<file path="config.mk">
export PLATFORM = sky130hd
export DESIGN_NAME = dmem_arbiter
export DESIGN_NICKNAME = d
export VERILOG_FILES = /design/src/rtl/dmem_arbiter.sv
export SDC_FILE = /design/constraint.sdc
export NUM_CORES = 1
export LEC_CHECK = 0
export CAP_MARGIN = 20
export CORE_MARGIN = 2
export CORE_UTILIZATION = 42
export DETAILED_ROUTE_END_ITERATION = 7
export HOLD_SLACK_MARGIN = 0.05
export PLACE_DENSITY = 0.87
export SLEW_MARGIN = 20
export SYNTH_ARGS = -nofsm -noshare
export SYNTH_HDL_FRONTEND = slang
export SYNTH_SLANG_ARGS = --single-unit
</file>
<file path="constraint.sdc">
create_clock -name clk -period 3.7 [get_ports clk]
set_clock_uncertainty 0.15 [all_clocks]
set_input_delay 0.925 -clock clk [delete_from_list [all_inputs] [get_ports clk]]
set_output_delay 0.925 -clock clk [all_outputs]
set_load 0.02 [all_outputs]
</file>
<file path="src/rtl/dmem_arbiter.sv">
// Two-requester round-robin data memory arbiter with RV32I load/store
// alignment, lane extraction and fault detection; one access per three cycles.
module dmem_arbiter #(
    parameter int DEPTH = 128,
    localparam int AW = $clog2(DEPTH)
) (
    input  logic          clk,
    input  logic          rst,
    input  logic          r0_req,
    input  logic          r0_we,
    input  logic [31:0]   r0_addr,
    input  logic [2:0]    r0_funct3,
    input  logic [31:0]   r0_wdata,
    output logic          r0_gnt,
    output logic          r0_rvalid,
    output logic [31:0]   r0_rdata,
    output logic          r0_err,
    input  logic          r1_req,
    input  logic          r1_we,
    input  logic [31:0]   r1_addr,
    input  logic [2:0]    r1_funct3,
    input  logic [31:0]   r1_wdata,
    output logic          r1_gnt,
    output logic          r1_rvalid,
    output logic [31:0]   r1_rdata,
    output logic          r1_err,
    output logic [AW-1:0] mem_rd_addr,
    output logic [AW-1:0] mem_wr_addr,
    output logic [31:0]   mem_wr_din,
    output logic          mem_we,
    output logic [2:0]    mem_wr_strb,
    input  logic [31:0]   mem_rd_dout
);

    typedef enum logic [1:0] {IDLE, ACCESS, RESP} state_t;

    state_t      state, state_nxt;
    logic        last_q;
    logic        own_q;
    logic        we_q;
    logic [31:0] addr_q;
    logic [2:0]  f3_q;
    logic [31:0] wdata_q;
    logic [31:0] rdata_q;

    logic        gnt_any;
    logic        pick;
    logic        fault;
    logic        in_access;
    logic        in_resp;
    logic [31:0] shifted;
    logic [15:0] half;
    logic [31:0] load_val;

    // last_q = 1 means requester 1 was granted last, so requester 0 wins a tie
    assign gnt_any   = rst && (state == IDLE) && (r0_req || r1_req);
    assign pick      = (r0_req && r1_req) ? ~last_q : r1_req;
    assign r0_gnt    = gnt_any && !pick;
    assign r1_gnt    = gnt_any && pick;
    assign in_access = rst && (state == ACCESS);
    assign in_resp   = rst && (state == RESP);

    always_comb begin
        fault = 1'b0;
        case (f3_q)
            3'd3, 3'd6, 3'd7: fault = 1'b1;
            3'd1, 3'd5:       fault = addr_q[0];
            3'd2:             fault = |addr_q[1:0];
            default:          fault = 1'b0;
        endcase
        if ((addr_q >> (AW + 2)) != '0)
            fault = 1'b1;
    end

    assign shifted = mem_rd_dout >> {addr_q[1:0], 3'b000};
    assign half    = addr_q[1] ? mem_rd_dout[31:16] : mem_rd_dout[15:0];

    always_comb begin
        load_val = '0;
        case (f3_q)
            3'd0:    load_val = {{24{shifted[7]}}, shifted[7:0]};
            3'd4:    load_val = {24'b0, shifted[7:0]};
            3'd1:    load_val = {{16{half[15]}}, half};
            3'd5:    load_val = {16'b0, half};
            3'd2:    load_val = mem_rd_dout;
            default: load_val = '0;
        endcase
    end

    always_comb begin
        state_nxt = state;
        case (state)
            IDLE:    if (gnt_any) state_nxt = ACCESS;
            ACCESS:  state_nxt = RESP;
            RESP:    state_nxt = IDLE;
            default: state_nxt = IDLE;
        endcase
    end

    always_ff @(posedge clk) begin
        if (!rst) begin
            state   <= IDLE;
            last_q  <= 1'b1;
            own_q   <= 1'b0;
            we_q    <= 1'b0;
            addr_q  <= '0;
            f3_q    <= '0;
            wdata_q <= '0;
            rdata_q <= '0;
        end else begin
            state <= state_nxt;
            if (gnt_any) begin
                last_q  <= pick;
                own_q   <= pick;
                we_q    <= pick ? r1_we     : r0_we;
                addr_q  <= pick ? r1_addr   : r0_addr;
                f3_q    <= pick ? r1_funct3 : r0_funct3;
                wdata_q <= pick ? r1_wdata  : r0_wdata;
            end
            if (state == ACCESS)
                rdata_q <= (!we_q && !fault) ? load_val : '0;
        end
    end

    assign mem_rd_addr = in_access ? addr_q[AW+1:2] : '0;
    assign mem_wr_addr = in_access ? addr_q[AW+1:2] : '0;
    assign mem_we      = in_access && we_q && !fault;

    always_comb begin
        mem_wr_strb = 3'b010;
        mem_wr_din  = '0;
        if (mem_we) begin
            case (f3_q[1:0])
                2'd0: begin
                    mem_wr_strb = {1'b1, addr_q[1:0]};
                    mem_wr_din  = {24'b0, wdata_q[7:0]};
                end
                2'd1: begin
                    mem_wr_strb = {1'b0, addr_q[1], 1'b1};
                    mem_wr_din  = {16'b0, wdata_q[15:0]};
                end
                default: begin
                    mem_wr_strb = 3'b000;
                    mem_wr_din  = wdata_q;
                end
            endcase
        end
    end

    assign r0_rvalid = in_resp && !own_q;
    assign r1_rvalid = in_resp && own_q;
    assign r0_err    = r0_rvalid && fault;
    assign r1_err    = r1_rvalid && fault;
    assign r0_rdata  = r0_rvalid ? rdata_q : '0;
    assign r1_rdata  = r1_rvalid ? rdata_q : '0;

endmodule

</file>
==> out/metrics.cfg <==
[floorplanning]
core_mm2=0.0121
standard_cell_rows=40
initial_core_util=0.433
ios=292
die_width_um=116
die_height_um=116
die_area_mm2=0.0133

[sta]
report.final.hold_viol_count=0
crit_share_post_route=0.990
whs_ns=0.309
worst_slew_margin_rel=0.395
final.min_clock_period_ns=3.66
max_clock_freq_ghz=0.273
rsz0062_at_grt=true
finalSetupViolations=0
worst_pin_slew_ns=0.904
finalMaxSlewViolations=0

[clock_network]
worst_skew_pair_later_pin_latency_ns=0.35
clock_tree_from_tritoncts=done
htree_levels=3
clock-root-buffer=sky130_fd_sc_hd__clkbuf_16
maximum_buffer_depth_of_the_clock_tree=2
clkTransAtPathRegs_ns=0.07
cts_post_setup_buffers_inserted=0
numCtsBuffers=9
clkSinkCount=104

[critical_path]
timing.critical_path.to_type=output port
critPathSlowestCell=sky130_fd_sc_hd__clkdlybuf4s50_1
startpoint_type=input pin
worst-endpoint-required_ns=2.62
cp_max_fo=34
critPathArrivalTime_ns=2.59
setup.worst_path.class=in -> out
path_cells=clkdlybuf4s50_1, nand3_1, nor4_4, buf_12, and3_1, clkdlybuf4s15_1
cp_slowest_stage_delay_ns=0.54

[detailed_routing]
via_count=6042
firstDrtPassIters=8
postRouteAntennaNets=0
routed_via_density=5.63
wl_per_cell_um=18.1
drt_iter0_markers=690
routed_wirelength_mm=19.4
drc_errors=10

[cells_and_area]
register_area_mm2=0.00208
design.final.nets=1072
n_fill_cell=1018
final_layout_size_suffix_gt1_frac=0.0718
syn2layout_area_growth_pct=61.7
multi_input_area_mm2=0.00284
final_core_utilization=0.701
final-instance-count-excl-fill=1073
insertedDiodeCount=0

[placement]
port-buffer-count=291
hpwlAfterDp_mm=14.0
post-place-cells=1057
globalplace.congestion=0.882

[logic_synthesis]
mappedNetlistArea_mm2=0.00522
syn-mean-instance-area_um2=8.09
yosys_warnings=0
ys.flop_type=sky130_fd_sc_hd__dfxtp_1
synth-async-reset-ratio=0
mappedNetlistNets=818
synthesis.instances=646
synth.ff_latch_count=104
post_synth_num_cell_types=40
synth-edff-count=0
synth_seq_area_share=0.399

[grt]
first_global_vias=5730
grt_start_max_net_pins=70
grt_use_total=0.283
overflow=0
antenna_found_initial=0
grt_first_pass_wirelength_mm=29.4

[run]
maxCapViolCount=0

[min_path]
min_path_type=reg -> reg

[pwr]
p_leak_nw=3.58
ir_worst_vdd_mv=0.208
power.density_cell_area_mw_per_mm2=333

[outcome]
status=finished with violations
failing_checks=design-rule violations

## final cells by class
| cell class | instances | share of cell area |
|---|---|---|
| Inverter | 4 | 0.00178 |
| Sequential cell | 104 | 0.247 |
| Tap cell | 168 | 0.0249 |
| Multi-Input combinational cell | 467 | 0.336 |
| Clock inverter | 7 | 0.00933 |
| Clock buffer | 9 | 0.0267 |
| Timing Repair Buffer | 314 | 0.355 |
## where the power goes
part	total [mW]	switching, mW	internal (mW)
clock	0.986	0.452	0.533
sequential	1.22	0.0388	1.18
combinational	0.611	0.295	0.316
## repair_timing
item	4_1_cts	5_1_grt
gates resized for setup	101	54
hold buffers	0	0
endpoints found under the setup margin	101	45
## metal layers
metal | wire (um) | global-route usage | share of wire
met4 | 712 | 0.142 | 0.037
met1 | 7170 | 0.320 | 0.37
met3 | 1840 | 0.0690 | 0.095
met2 | 9660 | 0.497 | 0.50
met5 | 0 | 0 | 0
## through the flow
step / instance area, um2 / setup WS, ns / total power [mW] / TNS, ns
final: 8450 / 0.0352 / 2.82 / 0
after global routing: 8450 / -0.0109 / 2.94 / -0.0109
after CTS: 8440 / 0.0136 / 2.83 / 0
after detailed placement: 8260 / -0.267 / 1.85 / -19.18
after global placement: 8260 / -0.167 / 1.84 / -14.21
after floorplan: 5220 / 0.553 / 1.54 / 0
## cell usage in the layout, fill, tap and decap left out, drive strengths merged, types with 18 or more instances in the layout
cell / count
clkdlybuf4s50: 185
dfxtp: 104
nor2: 78
and2: 72
a222oi: 68
nand2: 67
o21ai: 65
dlygate4sd2: 56
clkdlybuf4s15: 36
and3: 34
buf: 28
a21oi: 20
clkbuf: 18
## cells by family after synthesis
family,after synthesis,synth area share
compound gates,171,0.241
buf+inv,75,0.0608
flops,104,0.399
mux,9,0.0172
simple gates,287,0.282
## final timing paths
path | from | to | slack (ns) | cells past startpoint
hold reg to reg | rdata_q[26] | rdata_q[26] | 0.31 | 2
setup / recovery | rst | mem_wr_din[22] | 0.04 | 6
hold / removal | rdata_q[26] | rdata_q[26] | 0.31 | 2
setup reg to reg | f3_q[0] | rdata_q[3] | 1.11 | 5
## sequential cells by signal, indices dropped and copies added (netlist names)
| register | cells |
|---|---|
| we_q | 1 |
| rdata_q | 32 |
| own_q | 1 |
| state | 2 |
| last_q | 1 |
| f3_q | 3 |
| addr_q | 32 |
| wdata_q | 32 |
## synth_stat cells, drive strengths merged (9+ instances only)
cell / n / area (um2)
nand2: 67 / 251
a222oi: 68 / 681
buf: 12 / 81.3
and3: 34 / 213
o21ai: 65 / 325
a21oi: 20 / 100
and2: 72 / 450
mux2i: 9 / 90.1
nor2: 78 / 293
nor2b: 9 / 56.3
dfxtp: 104 / 2080
clkbuf: 59 / 221
## critical path: cells and delay by family
| family | cells | cell delay (ns) |
|---|---|---|
| AND/OR/NAND/NOR | 3 | 0.59 |
| buffers and inverters | 3 | 1.06 |
No activity file was read; power rests on OpenSTA's default activity.
